$ cat src/rtl/pipe_pkg.sv
// Shared definitions for the inter-stage pipeline register and its helpers.
package pipe_pkg;

  localparam int unsigned DATA_W_DEF = 32;
  localparam int unsigned CNT_W_DEF  = 16;

  // Default NOP payload for a DATA_W_DEF-wide stage.
  localparam logic [DATA_W_DEF-1:0] NOP_DEF = '0;

  // Occupancy of the stage; ST_SKID is only reachable with the skid entry built in.
  typedef enum logic [1:0] {
    ST_EMPTY = 2'd0,
    ST_FULL  = 2'd1,
    ST_SKID  = 2'd2
  } pipe_state_e;

endpackage

$ cat src/rtl/sat_counter.sv
// Saturating up-counter with synchronous clear; clear wins over increment.
module sat_counter #(
  parameter int unsigned W = 16
) (
  input  logic         clk,
  input  logic         rst,
  input  logic         clr,
  input  logic         inc,
  output logic [W-1:0] count
);

  // Count up on inc, stick at all-ones, clear on rst or clr.
  always_ff @(posedge clk) begin
    if (rst || clr) begin
      count <= '0;
    end else if (inc && (count != {W{1'b1}})) begin
      count <= count + W'(1);
    end
  end

endmodule

$ cat src/rtl/pipe_stage_reg.sv
// Generic valid/ready pipeline stage register with NOP bubble insertion,
// sticky delay-slot flag and a saturating bubble counter.
// Optional macro PIPE_SKID_EN adds a one-entry skid buffer so in_ready is
// decoded from state only (no combinational path from out_ready).
module pipe_stage_reg
  import pipe_pkg::*;
#(
  parameter int unsigned          DATA_W  = DATA_W_DEF,
  parameter logic [DATA_W-1:0]    NOP_VAL = {DATA_W{1'b0}},
  parameter int unsigned          CNT_W   = CNT_W_DEF
) (
  input  logic              clk,
  input  logic              rst,
  input  logic              flush,
  input  logic              in_valid,
  output logic              in_ready,
  input  logic [DATA_W-1:0] in_data,
  input  logic              in_ds_next,
  output logic              out_valid,
  input  logic              out_ready,
  output logic [DATA_W-1:0] out_data,
  output logic              out_ds,
  output logic [CNT_W-1:0]  bubble_cnt,
  input  logic              cnt_clr
);

  pipe_state_e       state;
  pipe_state_e       state_nxt;
  logic [DATA_W-1:0] data_nxt;
  logic              ds_nxt;
  logic              accept;
  logic              drain;
  logic              bubble;

`ifdef PIPE_SKID_EN
  logic [DATA_W-1:0] skid_data;
  logic [DATA_W-1:0] skid_nxt;
  logic              skid_valid;

  assign skid_valid = (state == ST_SKID);
  assign in_ready   = !skid_valid;
`else
  assign in_ready   = out_ready || !out_valid;
`endif

  assign out_valid = (state != ST_EMPTY);
  assign accept    = in_valid && in_ready;
  assign drain     = out_valid && out_ready;

  // State, payload and sideband registers; reset overrides everything.
  always_ff @(posedge clk) begin
    if (rst) begin
      state    <= ST_EMPTY;
      out_data <= NOP_VAL;
      out_ds   <= 1'b0;
    end else begin
      state    <= state_nxt;
      out_data <= data_nxt;
      out_ds   <= ds_nxt;
    end
  end

`ifdef PIPE_SKID_EN
  // Skid payload; only meaningful while in ST_SKID, so no reset needed.
  always_ff @(posedge clk) begin
    skid_data <= skid_nxt;
  end
`endif

  // Next-state, next-payload and bubble decision; flush beats transfers.
  always_comb begin
    state_nxt = state;
    data_nxt  = out_data;
    ds_nxt    = out_ds;
    bubble    = 1'b0;
`ifdef PIPE_SKID_EN
    skid_nxt  = skid_data;
`endif
    if (flush) begin
      state_nxt = ST_EMPTY;
      data_nxt  = NOP_VAL;
      ds_nxt    = 1'b0;
    end else begin
      if (accept) begin
        ds_nxt = in_ds_next;
      end
      case (state)
        ST_EMPTY: begin
          if (accept) begin
            state_nxt = ST_FULL;
            data_nxt  = in_data;
          end else if (out_ready) begin
            data_nxt = NOP_VAL;
            bubble   = 1'b1;
          end
        end
        ST_FULL: begin
          if (drain && accept) begin
            data_nxt = in_data;
          end else if (drain) begin
            state_nxt = ST_EMPTY;
            data_nxt  = NOP_VAL;
            bubble    = 1'b1;
          end
`ifdef PIPE_SKID_EN
          else if (accept) begin
            state_nxt = ST_SKID;
            skid_nxt  = in_data;
          end
`endif
        end
`ifdef PIPE_SKID_EN
        ST_SKID: begin
          if (drain) begin
            state_nxt = ST_FULL;
            data_nxt  = skid_data;
          end
        end
`endif
        default: begin
          state_nxt = ST_EMPTY;
          data_nxt  = NOP_VAL;
        end
      endcase
    end
  end

  // Performance counter of inserted bubbles.
  sat_counter #(
    .W (CNT_W)
  ) u_bubble_cnt (
    .clk   (clk),
    .rst   (rst),
    .clr   (cnt_clr),
    .inc   (bubble),
    .count (bubble_cnt)
  );

endmodule

$ cat config.mk
export PLATFORM = sky130hd
export DESIGN_NAME = pipe_stage_reg
export DESIGN_NICKNAME = d
export VERILOG_FILES = /design/src/rtl/pipe_pkg.sv /design/src/rtl/sat_counter.sv /design/src/rtl/pipe_stage_reg.sv
export SDC_FILE = /design/constraint.sdc
export NUM_CORES = 1
export LEC_CHECK = 0
export ABC_AREA = 1
export CORE_ASPECT_RATIO = 0.75
export CORE_MARGIN = 2
export CORE_UTILIZATION = 40
export CTS_CLUSTER_DIAMETER = 60
export DETAILED_ROUTE_END_ITERATION = 16
export GPL_TIMING_DRIVEN = 0
export PLACE_DENSITY = 0.73
export SLEW_MARGIN = 20
export SYNTH_ARGS = -nofsm -noshare
export SYNTH_HDL_FRONTEND = slang
export SYNTH_HIERARCHICAL = 1
export SYNTH_SLANG_ARGS = --single-unit
$ cat constraint.sdc
create_clock -name clk -period 1.9 [get_ports clk]
set_clock_uncertainty 0.05 [all_clocks]
set_input_delay 0.475 -clock clk [delete_from_list [all_inputs] [get_ports clk]]
set_output_delay 0.475 -clock clk [all_outputs]
set_load 0.005 [all_outputs]
# Word-level counts from Yosys, hierarchy flattened
# Index checks and enable logic that the tools add are counted.
[op_classes] add_sub_neg=1 eq_ne=7 mux=15 n_reduce_logical=12
[op_table] cell="$mux W32" count=4
[op_table] cell="$pmux W32 S2" count=1
[op_table] cell="$add A16 B1 Y16 const B" count=1
[op_table] cell="$ne A16 B16 Y1 const B" count=1
[op_table] cell="$mux W2" count=3
[op_table] cell="$ne A2 B2 Y1 const B" count=3
[op_table] cell="$ne A3 B3 Y1 const B" count=2
[op_table] cell="$mux W1" count=5
[op_table] cell="$logic_and A1 B1 Y1" count=4
[op_table] cell="$pmux W2 S2" count=1
[op_table] cell="$reduce_and A3 Y1" count=1
[op_table] cell="$eq A2 B1 Y1 const B" count=1
[op_table] cell="$logic_not A2 Y1" count=1
[op_table] cell="$logic_or A1 B1 Y1" count=2
[op_table] cell="$pmux W1 S2" count=1
[op_table] cell="$reduce_and A2 Y1" count=1
[op_table] cell="$reduce_bool A2 Y1" count=1
[op_table] cell="$reduce_or A2 Y1" count=1
[op_table] cell="$logic_not A1 Y1" count=1
[word_totals] regBits=51 out_inout_bits=51 word_cells=39

# Logic depth before layout (Yosys ltp)
# Gate-level depths: netlist of run 1.
[depth] ltp_word=9 mapped_depth=11 ltp_nobuf=10

# Hierarchy
# The synthesis of run 1 kept the hierarchy.
[by_module_without_submodules] mod="pipe_stage_reg" instances=1 cells_per_inst=156 area_each_um2=1398.8 seq_area_each_um2=680.7
[by_module_without_submodules] mod="sat_counter" instances=1 cells_per_inst=149 area_each_um2=950.9 seq_area_each_um2=320.3

# Worst setup path before layout of run 1
# No wires, ideal clock.
[synth_timing] path_kind="input-to-reg" from="in in_valid" to="reg u_bubble_cnt.count[14]" arrival_time_ns=1.840 t_required_ns=1.735 slack_ns=-0.105 cell_stages=10 path_buffers=2 path_cell_list="buf_6 -> buf_2 -> nor3_1 -> inv_2 -> nor2_2 -> nand2_1 -> nor2_1 -> nand3_1 -> nand2_1 -> nor2_1"
[synth_between] elab_chain_cells=6 elab_cells_between_ends=7 classes_between="mux (4); reduce/logical (3)"
[synth_lines] element="start, declared" line="pipe_stage_reg.sv:15" text="input logic in_valid,"
[synth_lines] element="$logic_and A1 B1 Y1 (*)" line="pipe_stage_reg.sv:47" text="assign accept = in_valid && in_ready;"
[synth_lines] element="$logic_and A1 B1 Y1" line="pipe_stage_reg.sv:98" text="if (drain && accept) begin"
[synth_lines] element="$mux W1" line="pipe_stage_reg.sv:98"
[synth_lines] element="$pmux W1 S2 (*)" line="pipe_stage_reg.sv:87" text="case (state)"
[synth_lines] element="$mux W1 (*)" line="pipe_stage_reg.sv:79" text="if (flush) begin"
[synth_lines] element="net bubble" line="pipe_stage_reg.sv:33" text="logic bubble;"
[synth_lines] element="$logic_and A1 B1 Y1 (*)" line="sat_counter.sv:16" text="end else if (inc && (count != {W{1'b1}})) begin"
[synth_lines] element="end signal, assigned" line="sat_counter.sv:17" text="count <= count + W'(1);"
[synth_lines] element="end, declared" line="sat_counter.sv:9" text="output logic [W-1:0] count"
# Mark *: on every way through the listed nets, which the timed path passes. The rest lies on a longest branch.
# A chain may end at the register's enable or synchronous reset.

# Final worst setup path of run 1
[layout_timing] from="reg state[0]" to="out out_valid"
[layout_between] elab_chain_cells=1
[layout_lines] element="start, declared" line="pipe_stage_reg.sv:27" text="pipe_state_e state;"
[layout_lines] element="start signal, assigned" line="pipe_stage_reg.sv:57" text="state <= state_nxt;"
[layout_lines] element="$reduce_bool A2 Y1" line="pipe_stage_reg.sv:46" text="assign out_valid = (state != ST_EMPTY);"
[layout_lines] element="end, declared" line="pipe_stage_reg.sv:19" text="output logic out_valid,"
# No other way between the ends.

==> impl_metrics.json, run 1 <==
{
  "area_delta_synth_final_pct": 47.2,
  "dr.pass1.iters": 4,
  "synth_area_leaders": "dfxtp_1, nand3_1, nand2_1, a21oi_1, nor2_1",
  "total_leakage_power_nw": 1.21,
  "critPathArrivalTime_ps": 1300,
  "hp-class": "in -> reg",
  "netlist_instances": 305,
  "drv_slew": 0,
  "status": "completed",
  "boundaryPins": 90,
  "gp_congestion": 0.917,
  "r2r-end": "u_bubble_cnt/count[14]",
  "reg2reg_depth": 7,
  "synth.cell_area_um2": 2350,
  "fin_nets": 442,
  "hold_buffers": 0,
  "min_from": "in_valid",
  "antenna_left": 0,
  "layoutNonFillerInstCount": 481,
  "ys_ff_latch": 50,
  "reg2reg_slack_ps": 310,
  "final-seq-area_um2": 1000,
  "worstPathMaxFanout": 2,
  "setup_ws_ps": 71.8,
  "vias_per_cell": 4.85,
  "multi_input_area_um2": 1170,
  "grt_setup_unrepaired": "false",
  "cts_buffers": 5,
  "crit_required_ps": 1370,
  "path_cells": "clkdlybuf4s50_1",
  "critPathMaxStageDelay_ps": 580,
  "io_buffers": 88,
  "cts.htree.levels": 2,
  "timing.hold.ws_ps": 412,
  "clock_latency_ps": 300,
  "worst-path-buf-inv": 1,
  "antenna_cells": 0,
  "synth_nets": 345,
  "die_w_um": 92.5,
  "yosysSeqAreaShare_pct": 42.6,
  "wl_per_cell_um": 13.1,
  "r2r-start": "u_bubble_cnt/count[1]",
  "relSlewSlack_pct": 62.9,
  "die_area_um2": 6510,
  "dp_slack_ps": -469,
  "grt_pass1_vias": 2125,
  "synth_area_per_cell_um2": 7.70,
  "critical_path.top_delay_family": "buffers and inverters",
  "grt_pass1_wl_um": 10300,
  "coreArea_um2": 5740,
  "synth_top_area_share_pct": 42.6,
  "vdd_drop_max_mv": 0.543,
  "post-dp-hpwl_um": 4770,
  "synth_warnings": 6,
  "finalSetupViolCount": 0,
  "grt_max_degree": 19,
  "vias": 2331,
  "fillers": 506,
  "drt_drc_violations_left": 0,
  "min_period_over_period_pct": 96.2,
  "wl_um": 6300,
  "ys.flop_type": "dfxtp_1",
  "die_h_um": 70.4,
  "antenna_found_initial": 0,
  "critical-path-slowest-cell": "clkdlybuf4s50_1",
  "clock-sinks": 50,
  "pwr_density_cell_nw_per_um2": 583,
  "hold_violations": 0,
  "end_kind": "output port",
  "fin_crit_ps": 1830,
  "fmax_ghz": 0.547,
  "num_rows": 24,
  "place_inst": 471,
  "synth_enable_flop_cells": 0,
  "utilization_pct": 60.3,
  "startpoint_type": "register",
  "min_delay_path_depth": 3,
  "setup.worst_path.start": "state[0]",
  "worstSetupPathType": "reg -> out",
  "drive_gt1_share_pct": 16.6,
  "hold_path_end": "state[0]",
  "cts_tree": "yes",
  "ys_types": 28,
  "initial_utilization_pct": 41.0,
  "cap_violations": 0,
  "track_usage_pct": 19.5,
  "power_mw": 2.02,
  "async_flop_share_pct": 0,
  "root_buffer": "clkbuf_8",
  "drt_iter0_markers": 95,
  "cts.clk_slew.worst_paths_ps": 90,
  "grt_overflow": 0,
  "synth_top_cell_by_area": "dfxtp_1",
  "tightest_slew_ps": 554,
  "clock_path_buffers": 2
}
-- how the worst max path moves through the flow --
stage                                   to  cells after the start  slack (ps)
floorplan           u_bubble_cnt/count[14]                     10          50
global placement                  in_ready                      5        -470
detailed placement                in_ready                      5        -470
CTS                 u_bubble_cnt/count[12]                      9          20
global route        u_bubble_cnt/count[10]                     11          10
finish                           out_valid                      1          70
-- state kept, by name, indices dropped and copies added (netlist names) --
register            count
out_ds                  1
state                   1
out_data               32
u_bubble_cnt/count     16
-- kinds of logic after synthesis --
kind of cell,synth area share [%]
compound gates,12.4
fa+ha+maj,0.532
buf+inv,8.73
flops,42.6
simple gates,35.7
-- through the flow --
stage | instance area, um2 | TNS, ps
2_1_floorplan | 2350 | 0
3_3_place_gp | 3330 | -3000
3_5_place_dp | 3330 | -3140
4_1_cts | 3450 | 0
5_1_grt | 3460 | 0
6_report | 3460 | 0
-- cell usage in the layout (no fill, tap or decap), types with 2 or more instances in the layout --
cell type and n:
a21oi_1 31, a21oi_2 12, buf_2 5, buf_4 5, buf_6 3, buf_8 2
clkbuf_8 6, clkdlybuf4s50_1 87, dfxtp_1 50, inv_1 12, inv_2 3, nand2_1 62
nand2_2 13, nand2_4 2, nand2_8 2, nand3_1 47, nand4_1 3, nor2_1 35
nor2_2 2, nor2_4 5, o21ai_0 3
-- cell usage after synthesis, types with 2 or more instances --
cell,number
a21oi_1,31
a21oi_2,12
buf_2,5
buf_4,2
buf_6,4
buf_8,2
dfxtp_1,50
inv_1,12
inv_2,3
nand2_1,62
nand2_2,13
nand2_4,3
nand3_1,47
nand4_1,3
nor2_1,35
nor2_2,3
nor2_4,4
nor3_1,2
o21ai_0,3
-- layout make-up --
| cell class | instances | share of cell area [%] |
|---|---|---|
| Multi-Input combinational cell | 223 | 33.8 |
| Sequential cell | 50 | 28.9 |
| Timing Repair Buffer | 91 | 26.1 |
| Buffer | 14 | 3.69 |
| Tap cell | 78 | 2.82 |
| Clock buffer | 6 | 2.39 |
| Inverter | 17 | 1.92 |
| Clock inverter | 2 | 0.362 |
-- per-layer routing --
| metal | GRT usage, % | vias to the layer above | routed length (um) |
|---|---|---|---|
| li1 | - | 1190 | - |
| met1 | 27.9 | 1070 | 3030 |
| met2 | 30.8 | 63 | 2890 |
| met3 | 3.34 | 8 | 293 |
| met4 | 3.98 | 0 | 82 |
| met5 | 0 | - | 0 |
-- timing repair --
item | CTS | global route
setup buffers | 2 | 1
setup endpoints to repair | 5 | 6
gates resized for setup | 3 | 2
pin swaps | 1 | 1
-- power by group --
group | leakage, nW | switching [mW] | internal (mW)
clock network | 0.0472 | 0.354 | 0.294
logic | 0.758 | 0.122 | 0.164
registers | 0.406 | 0.0141 | 1.07
(Power assumes the default switching activity.)
==> run 2: changes to the inputs <==
- CAP_MARGIN: unset -> 15
==> results of run 2 <==
No change in the layout: final DEF, timing and power equal those of run 1.
==> run 3: changes to the inputs <==
- CELL_PAD_IN_SITES_DETAIL_PLACEMENT: unset -> 2
- CELL_PAD_IN_SITES_GLOBAL_PLACEMENT: unset -> 2
- CORE_UTILIZATION: 40 -> 24
- PLACE_DENSITY: 0.73 -> 0.76
- clock period: 1.9 -> 2 ns (I/O delays scaled with it)
==> run 3 against run 2 <==
Effect of this change:
- largest power group unchanged
- critical path type is now in -> out
- cell area grew 3.4%
- die area grew 63%
- via count up 3.0%
- global-route usage decreased by 3.5 points
- highest routed layer unchanged
- clock power up 36%
==> impl_metrics.json, run 3 (synthesis gave the netlist of run 1 again) <==
{
  "cts_tree": "yes",
  "hold_violations": 0,
  "status": "completed",
  "cts.clk_slew.worst_paths_ps": 60,
  "grt_setup_unrepaired": "false",
  "io_buffers": 88,
  "layout_common_cells": "clkdlybuf4s50_1, nand2_1, dfxtp_1",
  "vdd_drop_max_mv": 0.272,
  "total_leakage_power_nw": 1.24,
  "tightest_slew_ps": 567,
  "num_rows": 31,
  "fmax_ghz": 0.512,
  "startpoint_type": "input port",
  "finalSetupViolCount": 0,
  "hp-class": "reg -> reg",
  "clock_path_buffers": 2,
  "cts.htree.levels": 2,
  "post-dp-hpwl_um": 6400,
  "track_usage_pct": 16.0,
  "cts_buffers": 5,
  "end_kind": "output port",
  "die_h_um": 89.7,
  "wl_per_cell_um": 15.6,
  "antenna_cells": 0,
  "vias_per_cell": 4.49,
  "fin_nets": 442,
  "grt_pass1_vias": 2539,
  "largest_reg_flops": 32,
  "fin_area_um2": 3580,
  "fin_crit_ps": 1950,
  "crit_required_ps": 1450,
  "drv_slew": 0,
  "r2r-start": "u_bubble_cnt/count[1]",
  "grt_overflow": 0,
  "gp_congestion": 0.774,
  "cap_violations": 0,
  "antenna_found_initial": 0,
  "drive_gt1_share_pct": 16.4,
  "clock_latency_ps": 300,
  "r2r-end": "u_bubble_cnt/count[5]",
  "coreArea_um2": 9580,
  "relSlewSlack_pct": 62.1,
  "final_common_cell": "clkdlybuf4s50_1",
  "area_delta_synth_final_pct": 52.3,
  "pwr_density_cell_nw_per_um2": 613,
  "clock-sinks": 50,
  "power_mw": 2.19,
  "grt_pass1_wl_um": 13200,
  "worstSetupPathType": "in -> out",
  "top_regs": "out_data (32), u_bubble_cnt/count (16)",
  "root_buffer": "clkbuf_16",
  "setup.worst_path.start": "out_ready",
  "vias": 2401,
  "antenna_left": 0,
  "wl_um": 8330,
  "min_period_over_period_pct": 97.6,
  "dr.pass1.iters": 4,
  "drt_iter0_markers": 88,
  "critPathArrivalTime_ps": 1400,
  "hold_buffers": 0,
  "initial_utilization_pct": 24.5,
  "reg2reg_depth": 8,
  "fillers": 1128,
  "grt_max_degree": 19,
  "drt_drc_violations_left": 0,
  "die_area_um2": 10600,
  "worstPathMaxFanout": 3,
  "die_w_um": 118,
  "largest_register": "out_data",
  "reg2reg_slack_ps": 370,
  "place_area_um2": 3400,
  "boundaryPins": 90,
  "crit_end": "in_ready"
}
run 3: changes by cell type in the layout (fill, tap and decap cells not counted):
cell / delta
clkbuf_1: +1
clkbuf_16: +5
clkbuf_8: -5
clkinvlp_4: -1
dlygate4sd2_1: +1
clkdlybuf4s15_1: -1
run 3: stage by stage:
step	instances	util (%)	hold WS, ps	TNS, ps	worst slack, ps
global route	535	37.4	436	0	7.35
global placement	525	35.5	396	-3070	-441
detailed placement	525	35.5	407	-4220	-454
CTS	535	37.3	420	0	40.5
floorplan	305	-	405	0	127
finish	535	37.4	413	0	47.5
run 3: worst max-delay path: stages:
cell	delay, ps
clkdlybuf4s50_1	420
inv_2	150
nand2_8	70
dlygate4sd2_1	270
run 3: where the power goes:
group | leakage, nW | internal (mW) | switching, mW
Combinational | 0.756 | 0.156 | 0.126
Sequential | 0.406 | 1.02 | 0.0145
Clock | 0.0739 | 0.497 | 0.381
run 3: what timing repair did:
item / 4_1_cts / 5_1_grt
gates resized for setup: 3 / 1
setup endpoints to repair: 6 / 4
pin swaps: 2 / 0
setup buffers: 3 / 0
run 3: worst min-delay path by stage:
stage | slack [ps] | endpoint | depth (start not counted) | start
2_1_floorplan | 410 | out_data[29] | 2 | out_data[29]
3_3_place_gp | 400 | out_data[25] | 2 | out_data[25]
3_5_place_dp | 410 | out_data[12] | 2 | out_data[12]
4_1_cts | 420 | out_data[21] | 2 | out_data[21]
5_1_grt | 440 | out_data[12] | 2 | out_data[12]
6_report | 410 | out_data[21] | 2 | out_data[21]
run 3: routing by layer:
layer  up-vias  wire length [um]  part of all wire, %  GRT usage (%)
met4         0                84                  1.0           4.60
met1      1160              4020                   48           21.4
li1       1192                 -                    -              -
met5         -                 0                    0              0
met2        42              3940                   47           26.4
met3         7               293                  3.5           3.35
run 3: area by class of cell:
| type | count | area, um2 | share of cell area, % |
|---|---|---|---|
| Clock inverter | 1 | 5.00 | 0.140 |
| Buffer | 14 | 128 | 3.57 |
| Timing Repair Buffer | 91 | 902 | 25.2 |
| Clock buffer | 7 | 143 | 3.99 |
| Tap cell | 132 | 165 | 4.62 |
| Inverter | 17 | 66.3 | 1.85 |
| Multi-Input combinational cell | 223 | 1170 | 32.7 |
| Sequential cell | 50 | 1000 | 28.0 |
